==> src/rtl/uart_pkg.sv <==
// UART shared definitions: serializer FSM states and line constants.
// Used by both the TX and RX paths.
package uart_pkg;

    typedef enum logic [1:0] {
        IDLE,
        START,
        DATA,
        STOP
    } tx_state_t;

    localparam int   UART_DATA_BITS  = 8;
    localparam logic UART_IDLE_LEVEL = 1'b1;

endpackage

==> src/rtl/sync_fifo.sv <==
// Synchronous FIFO with registered storage and an up/down occupancy count.
// Ports: clk, rst (sync, active-high), push/din, pop/dout, count, full, empty.
module sync_fifo #(
    parameter int WIDTH = 8,
    parameter int DEPTH = 16,
    parameter int CNT_W = $clog2(DEPTH) + 1
) (
    input  logic             clk,
    input  logic             rst,
    input  logic             push,
    input  logic [WIDTH-1:0] din,
    input  logic             pop,
    output logic [WIDTH-1:0] dout,
    output logic [CNT_W-1:0] count,
    output logic             full,
    output logic             empty
);

    localparam int AW = $clog2(DEPTH);

    logic [WIDTH-1:0] mem [DEPTH];
    logic [AW-1:0]    wr_ptr;
    logic [AW-1:0]    rd_ptr;
    logic             do_push;
    logic             do_pop;

    assign full    = (count == CNT_W'(DEPTH));
    assign empty   = (count == '0);
    assign do_push = push && !full;
    assign do_pop  = pop && !empty;
    assign dout    = mem[rd_ptr];

    // Pointers wrap naturally since DEPTH is a power of two.
    always_ff @(posedge clk) begin
        if (rst) begin
            wr_ptr <= '0;
            rd_ptr <= '0;
            count  <= '0;
        end else begin
            if (do_push) wr_ptr <= wr_ptr + 1'b1;
            if (do_pop)  rd_ptr <= rd_ptr + 1'b1;
            if (do_push && !do_pop)
                count <= count + 1'b1;
            else if (do_pop && !do_push)
                count <= count - 1'b1;
        end
    end

    always_ff @(posedge clk) begin
        if (do_push) mem[wr_ptr] <= din;
    end

endmodule

==> src/rtl/uart_tx_fifo.sv <==
// FIFO-buffered 8N1 UART transmitter with a fixed clocks-per-bit rate.
// Ports: clk, rst, wr_valid/wr_data/wr_ready, tx, tx_busy, fifo_count/full/empty, overflow.
module uart_tx_fifo
    import uart_pkg::*;
#(
    parameter int CLKS_PER_BIT = 868,
    parameter int FIFO_DEPTH   = 16,
    parameter int CNT_W        = $clog2(FIFO_DEPTH) + 1
) (
    input  logic             clk,
    input  logic             rst,
    input  logic             wr_valid,
    input  logic [7:0]       wr_data,
    output logic             wr_ready,
    output logic             tx,
    output logic             tx_busy,
    output logic [CNT_W-1:0] fifo_count,
    output logic             fifo_full,
    output logic             fifo_empty,
    output logic             overflow
);

    localparam int BW = (CLKS_PER_BIT > 1) ? $clog2(CLKS_PER_BIT) : 1;
    localparam logic [BW-1:0] BAUD_MAX = BW'(CLKS_PER_BIT - 1);
    localparam logic [2:0]    LAST_BIT = 3'(UART_DATA_BITS - 1);

    tx_state_t                 state, state_n;
    logic [BW-1:0]             baud_cnt, baud_n;
    logic [2:0]                bit_idx, bit_idx_n;
    logic [UART_DATA_BITS-1:0] shift, shift_n;
    logic                      tx_n;
    logic                      push;
    logic                      pop;
    logic                      bit_end;
    logic [7:0]                fifo_dout;

    assign wr_ready = !fifo_full;
    assign push     = wr_valid && wr_ready;
    assign tx_busy  = (state != IDLE);
    assign bit_end  = (baud_cnt == BAUD_MAX);

    sync_fifo #(
        .WIDTH (8),
        .DEPTH (FIFO_DEPTH),
        .CNT_W (CNT_W)
    ) u_fifo (
        .clk   (clk),
        .rst   (rst),
        .push  (push),
        .din   (wr_data),
        .pop   (pop),
        .dout  (fifo_dout),
        .count (fifo_count),
        .full  (fifo_full),
        .empty (fifo_empty)
    );

    always_ff @(posedge clk) begin
        if (rst) begin
            state    <= IDLE;
            baud_cnt <= '0;
            bit_idx  <= '0;
            shift    <= '0;
            tx       <= UART_IDLE_LEVEL;
            overflow <= 1'b0;
        end else begin
            state    <= state_n;
            baud_cnt <= baud_n;
            bit_idx  <= bit_idx_n;
            shift    <= shift_n;
            tx       <= tx_n;
            if (wr_valid && !wr_ready) overflow <= 1'b1;
        end
    end

    always_comb begin
        state_n   = state;
        baud_n    = bit_end ? '0 : baud_cnt + 1'b1;
        bit_idx_n = bit_idx;
        shift_n   = shift;
        pop       = 1'b0;
        unique case (state)
            IDLE: begin
                baud_n = '0;
                if (!fifo_empty) begin
                    pop     = 1'b1;
                    shift_n = fifo_dout;
                    state_n = START;
                end
            end
            START: begin
                if (bit_end) begin
                    state_n   = DATA;
                    bit_idx_n = '0;
                end
            end
            DATA: begin
                if (bit_end) begin
                    shift_n = shift >> 1;
                    if (bit_idx == LAST_BIT)
                        state_n = STOP;
                    else
                        bit_idx_n = bit_idx + 1'b1;
                end
            end
            STOP: begin
                if (bit_end) begin
                    if (!fifo_empty) begin
                        pop     = 1'b1;
                        shift_n = fifo_dout;
                        state_n = START;
                    end else begin
                        state_n = IDLE;
                    end
                end
            end
            default: state_n = IDLE;
        endcase

        // tx is registered from the next state so the line level
        // lines up with the state that owns it.
        tx_n = UART_IDLE_LEVEL;
        unique case (state_n)
            START:   tx_n = 1'b0;
            DATA:    tx_n = shift_n[0];
            default: tx_n = UART_IDLE_LEVEL;
        endcase
    end

endmodule

==> config.mk <==
export PLATFORM = sky130hd
export DESIGN_NAME = uart_tx_fifo
export DESIGN_NICKNAME = d
export VERILOG_FILES = /design/src/rtl/uart_pkg.sv /design/src/rtl/sync_fifo.sv /design/src/rtl/uart_tx_fifo.sv
export SDC_FILE = /design/constraint.sdc
export NUM_CORES = 1
export LEC_CHECK = 0
export ABC_AREA = 0
export BUFFER_PORTS_ARGS = -buffer_cell sky130_fd_sc_hd__buf_4
export CORE_MARGIN = 5
export CORE_UTILIZATION = 60
export DETAILED_ROUTE_END_ITERATION = 10
export GPL_TIMING_DRIVEN = 0
export PLACE_DENSITY = 0.78
export SYNTH_ARGS = -nofsm -noshare
export SYNTH_HDL_FRONTEND = slang
export SYNTH_HIERARCHICAL = 1
export SYNTH_SLANG_ARGS = --single-unit
==> constraint.sdc <==
create_clock -name clk -period 9.6 [get_ports clk]
set_input_delay 0.48 -clock clk [delete_from_list [all_inputs] [get_ports clk]]
set_output_delay 0.48 -clock clk [all_outputs]
set_load 0.01 [all_outputs]
==> results.py <==
metrics = {
    "hold_path": {
        "hp-class": "in -> reg",
    },
    "clock_network": {
        "clkLatencyLatePin_ns": 0.42,
        "numCtsBuffers": 17,
        "cts_resized": 0,
        "cts_buffer_depth": 2,
        "cts_root_buffer": "clkbuf_16",
        "cts_tree": "built",
        "hold_buffers": 0,
        "cts.htree.levels": 4,
        "numClockSinks": 170,
        "clk_pin_slew_ns": 0.06,
        "cts_setup_buffers": 0,
    },
    "timing": {
        "finalHoldViolCount": 0,
        "setup_viol": 0,
        "slew_headroom": 0.124,
        "post-route-min-period_ns": 3.81,
        "fin_crit_sh": 0.397,
        "slew_violations": 0,
        "rsz0062_at_grt": "no",
        "fmax_mhz": 263,
        "setup_ws_ns": 5.79,
        "tightest_slew_ns": 1.30,
        "fin_setup_tns_ns": 0,
        "hold_slack_ns": 0.303,
        "fin_worst_skew_ns": 0.0124,
    },
    "synth": {
        "yosys_warnings": 6,
        "synth_top_flop_cell": "edfxtp_1",
        "synth_xor_area_frac": 0.0196,
        "syn_area_um2": 7130,
        "synth_cell_types": 57,
        "synthAdderAreaFrac": 0.0326,
        "synth_simple_gate_area_frac": 0.0868,
        "synth-seq-cells": 170,
        "ys_seq_area_frac": 0.657,
        "synth_cells": 472,
        "synth_top_area_share": 0.539,
        "synth.avg_cell_area_um2": 15.1,
        "synth_compound_area_frac": 0.0628,
        "yosysTopAreaCell": "edfxtp_1",
        "netlist_top_cells_area": "edfxtp_1 (54%), dfxtp_1 (12%), mux4_2 (10%), nor2_1 (3.2%), ha_1 (3.0%)",
        "async_reset_ff_frac": 0,
        "synthTopCellsByCount": "edfxtp_1 (128), nor2_1 (61), dfxtp_1 (42)",
        "synth_nets": 501,
        "synth_most_common_cell": "edfxtp_1",
        "synth_top_family_by_area": "multiplexers",
        "synth_edf_count": 128,
        "synth_mux_area_frac": 0.117,
    },
    "drt": {
        "wire_per_inst_um": 21.2,
        "dr.pass1.iters": 5,
        "drc": 0,
        "vias": 4129,
        "detail_route.iter0.violations": 478,
        "via_per_inst": 6.18,
        "drt-total-wl_um": 14200,
        "drtAntennaViolNets": 0,
    },
    "pwr": {
        "p_int_mw": 1.48,
        "powerDensity_nw_per_um2": 262,
        "switching_share": 0.298,
        "p_leak_nw": 2.77,
        "clockPowerShare": 0.316,
        "comb_power_share": 0.267,
        "sequentialPowerShare": 0.417,
        "p_sw_mw": 0.630,
        "vdd_drop_max_mv": 0.203,
    },
    "setup_path": {
        "crit_type": "reg -> reg",
        "worstSetupStartpointType": "flip-flop",
        "cp.arrival_ns": 4.12,
        "worstPathRequired_ns": 9.92,
        "cp-end-kind": "flip-flop",
        "critPathMaxFanout": 10,
    },
    "floorplan": {
        "initial_core_util": 0.619,
        "die_x_um": 119,
        "num_rows": 39,
        "io_pins": 22,
        "die-area_um2": 14200,
        "dieHeight_um": 119,
        "core-area_um2": 11500,
    },
    "global_route": {
        "grt_pass1_vias": 4176,
        "grt_max_degree": 17,
        "grt_overflow": 0,
        "track_usage": 0.212,
        "antenna_found_initial": 0,
        "grt_pass1_wl_um": 22600,
    },
    "placed_design": {
        "place.port_buffers": 21,
        "hpwl_um": 9160,
        "place_congestion": 0.859,
        "dpl-instance-area_um2": 7470,
        "dpl_worst_slack_ns": 5.83,
    },
    "layout": {
        "n_antenna_cell": 0,
        "fin_nets": 541,
        "area_delta_synth_final_pct": 13.1,
        "drive_above_1_share": 0.210,
        "stdcell_area_um2": 8060,
    },
    "run_status": {
        "status": "completed",
    },
    "flow_run": {
        "max-cap-violations": 0,
    },
}
-- flip-flops by register name, summed over array words and instances (netlist names), named ones only --
name,cells
tx,1
u_fifo/mem,128
overflow,1
u_fifo/count,5
state,2
u_fifo/rd_ptr,4
bit_idx,3
shift,8
u_fifo/wr_ptr,4
baud_cnt,10
-- worst max-delay path, cell delays in order, from the launching register on --
cell and delay (ns):
dfxtp_1 0.38, or4_1 0.52, buf_2 0.20, nor2_1 0.39
buf_2 0.35, nor3_1 0.15, o21ai_2 0.14, ha_1 0.24
inv_1 0.11, ha_1 0.34, a21oi_1 0.21, a211oi_1 0.10
a31oi_1 0.21, mux2_2 0.35
-- area by class of cell --
class / instances / area (um^2)
inverter: 11 / 41.3
clock inverter: 11 / 91.3
fill: 707 / 3450
multi-input combinational: 265 / 2270
buffer: 26 / 134
timing repair buffer: 21 / 158
clock buffer: 21 / 503
tap: 143 / 179
sequential: 170 / 4680
-- layout by cell type (no fill, tap or decap), types with 3 or more instances in the layout --
cell type / n
inv_1: 11
o21ai_0: 3
ha_1: 17
nand3_1: 8
edfxtp_1: 128
a22oi_1: 18
nor2_1: 61
buf_1: 3
clkbuf_16: 19
nand2_1: 23
nor3_1: 7
a21oi_1: 10
dfxtp_1: 42
nor2b_1: 5
mux4_2: 32
inv_6: 5
mux2i_1: 10
o211ai_1: 4
clkbuf_1: 11
and3_1: 4
buf_2: 8
xnor2_1: 6
a221o_2: 6
xor2_1: 10
nand4_1: 3
buf_4: 22
buf_6: 3
-- stage by stage --
stage               instances  utilization  power, mW
floorplan                 472            -       1.30
global placement          636        0.649       1.43
detailed placement        636        0.649       1.46
CTS                       668        0.700       2.13
global route              668        0.700       2.22
finish                    668        0.700       2.11
-- worst paths after layout --
path,from,end,slack [ns],depth (start not counted)
max,u_fifo/count[0],u_fifo/count[4],5.79,13
min,wr_valid,overflow,0.30,3
max reg2reg,u_fifo/count[0],u_fifo/count[4],5.79,13
min reg2reg,baud_cnt[0],baud_cnt[0],0.45,1
-- routing by layer --
layer,global-route usage,vias to the layer above,wire (um)
met2,0.354,153,7380
li1,-,1898,-
met3,0.0611,13,777
met1,0.271,2065,5830
met5,0,-,0
met4,0.0673,0,173
-- logic make-up (layout without fill, tap and decap cells) --
logic type	count (synthesis)	after routing
AOI/OAI and AO/OA	58	58
xor gates and xnor gates	16	16
adders and majority gates	18	18
buffers and inverters	37	90
DFF	170	170
muxes	43	43
and+or+nand+nor	130	130
-- power groups by stage --
stage	Combinational, mW	Sequential, mW	Clock [mW]
after floorplan	0.409	0.890	0
after global placement	0.540	0.893	0
after detailed placement	0.559	0.897	0
after CTS	0.565	0.882	0.678
after global routing	0.617	0.887	0.714
final	0.565	0.882	0.667
Power figures use the tool's default switching activity.
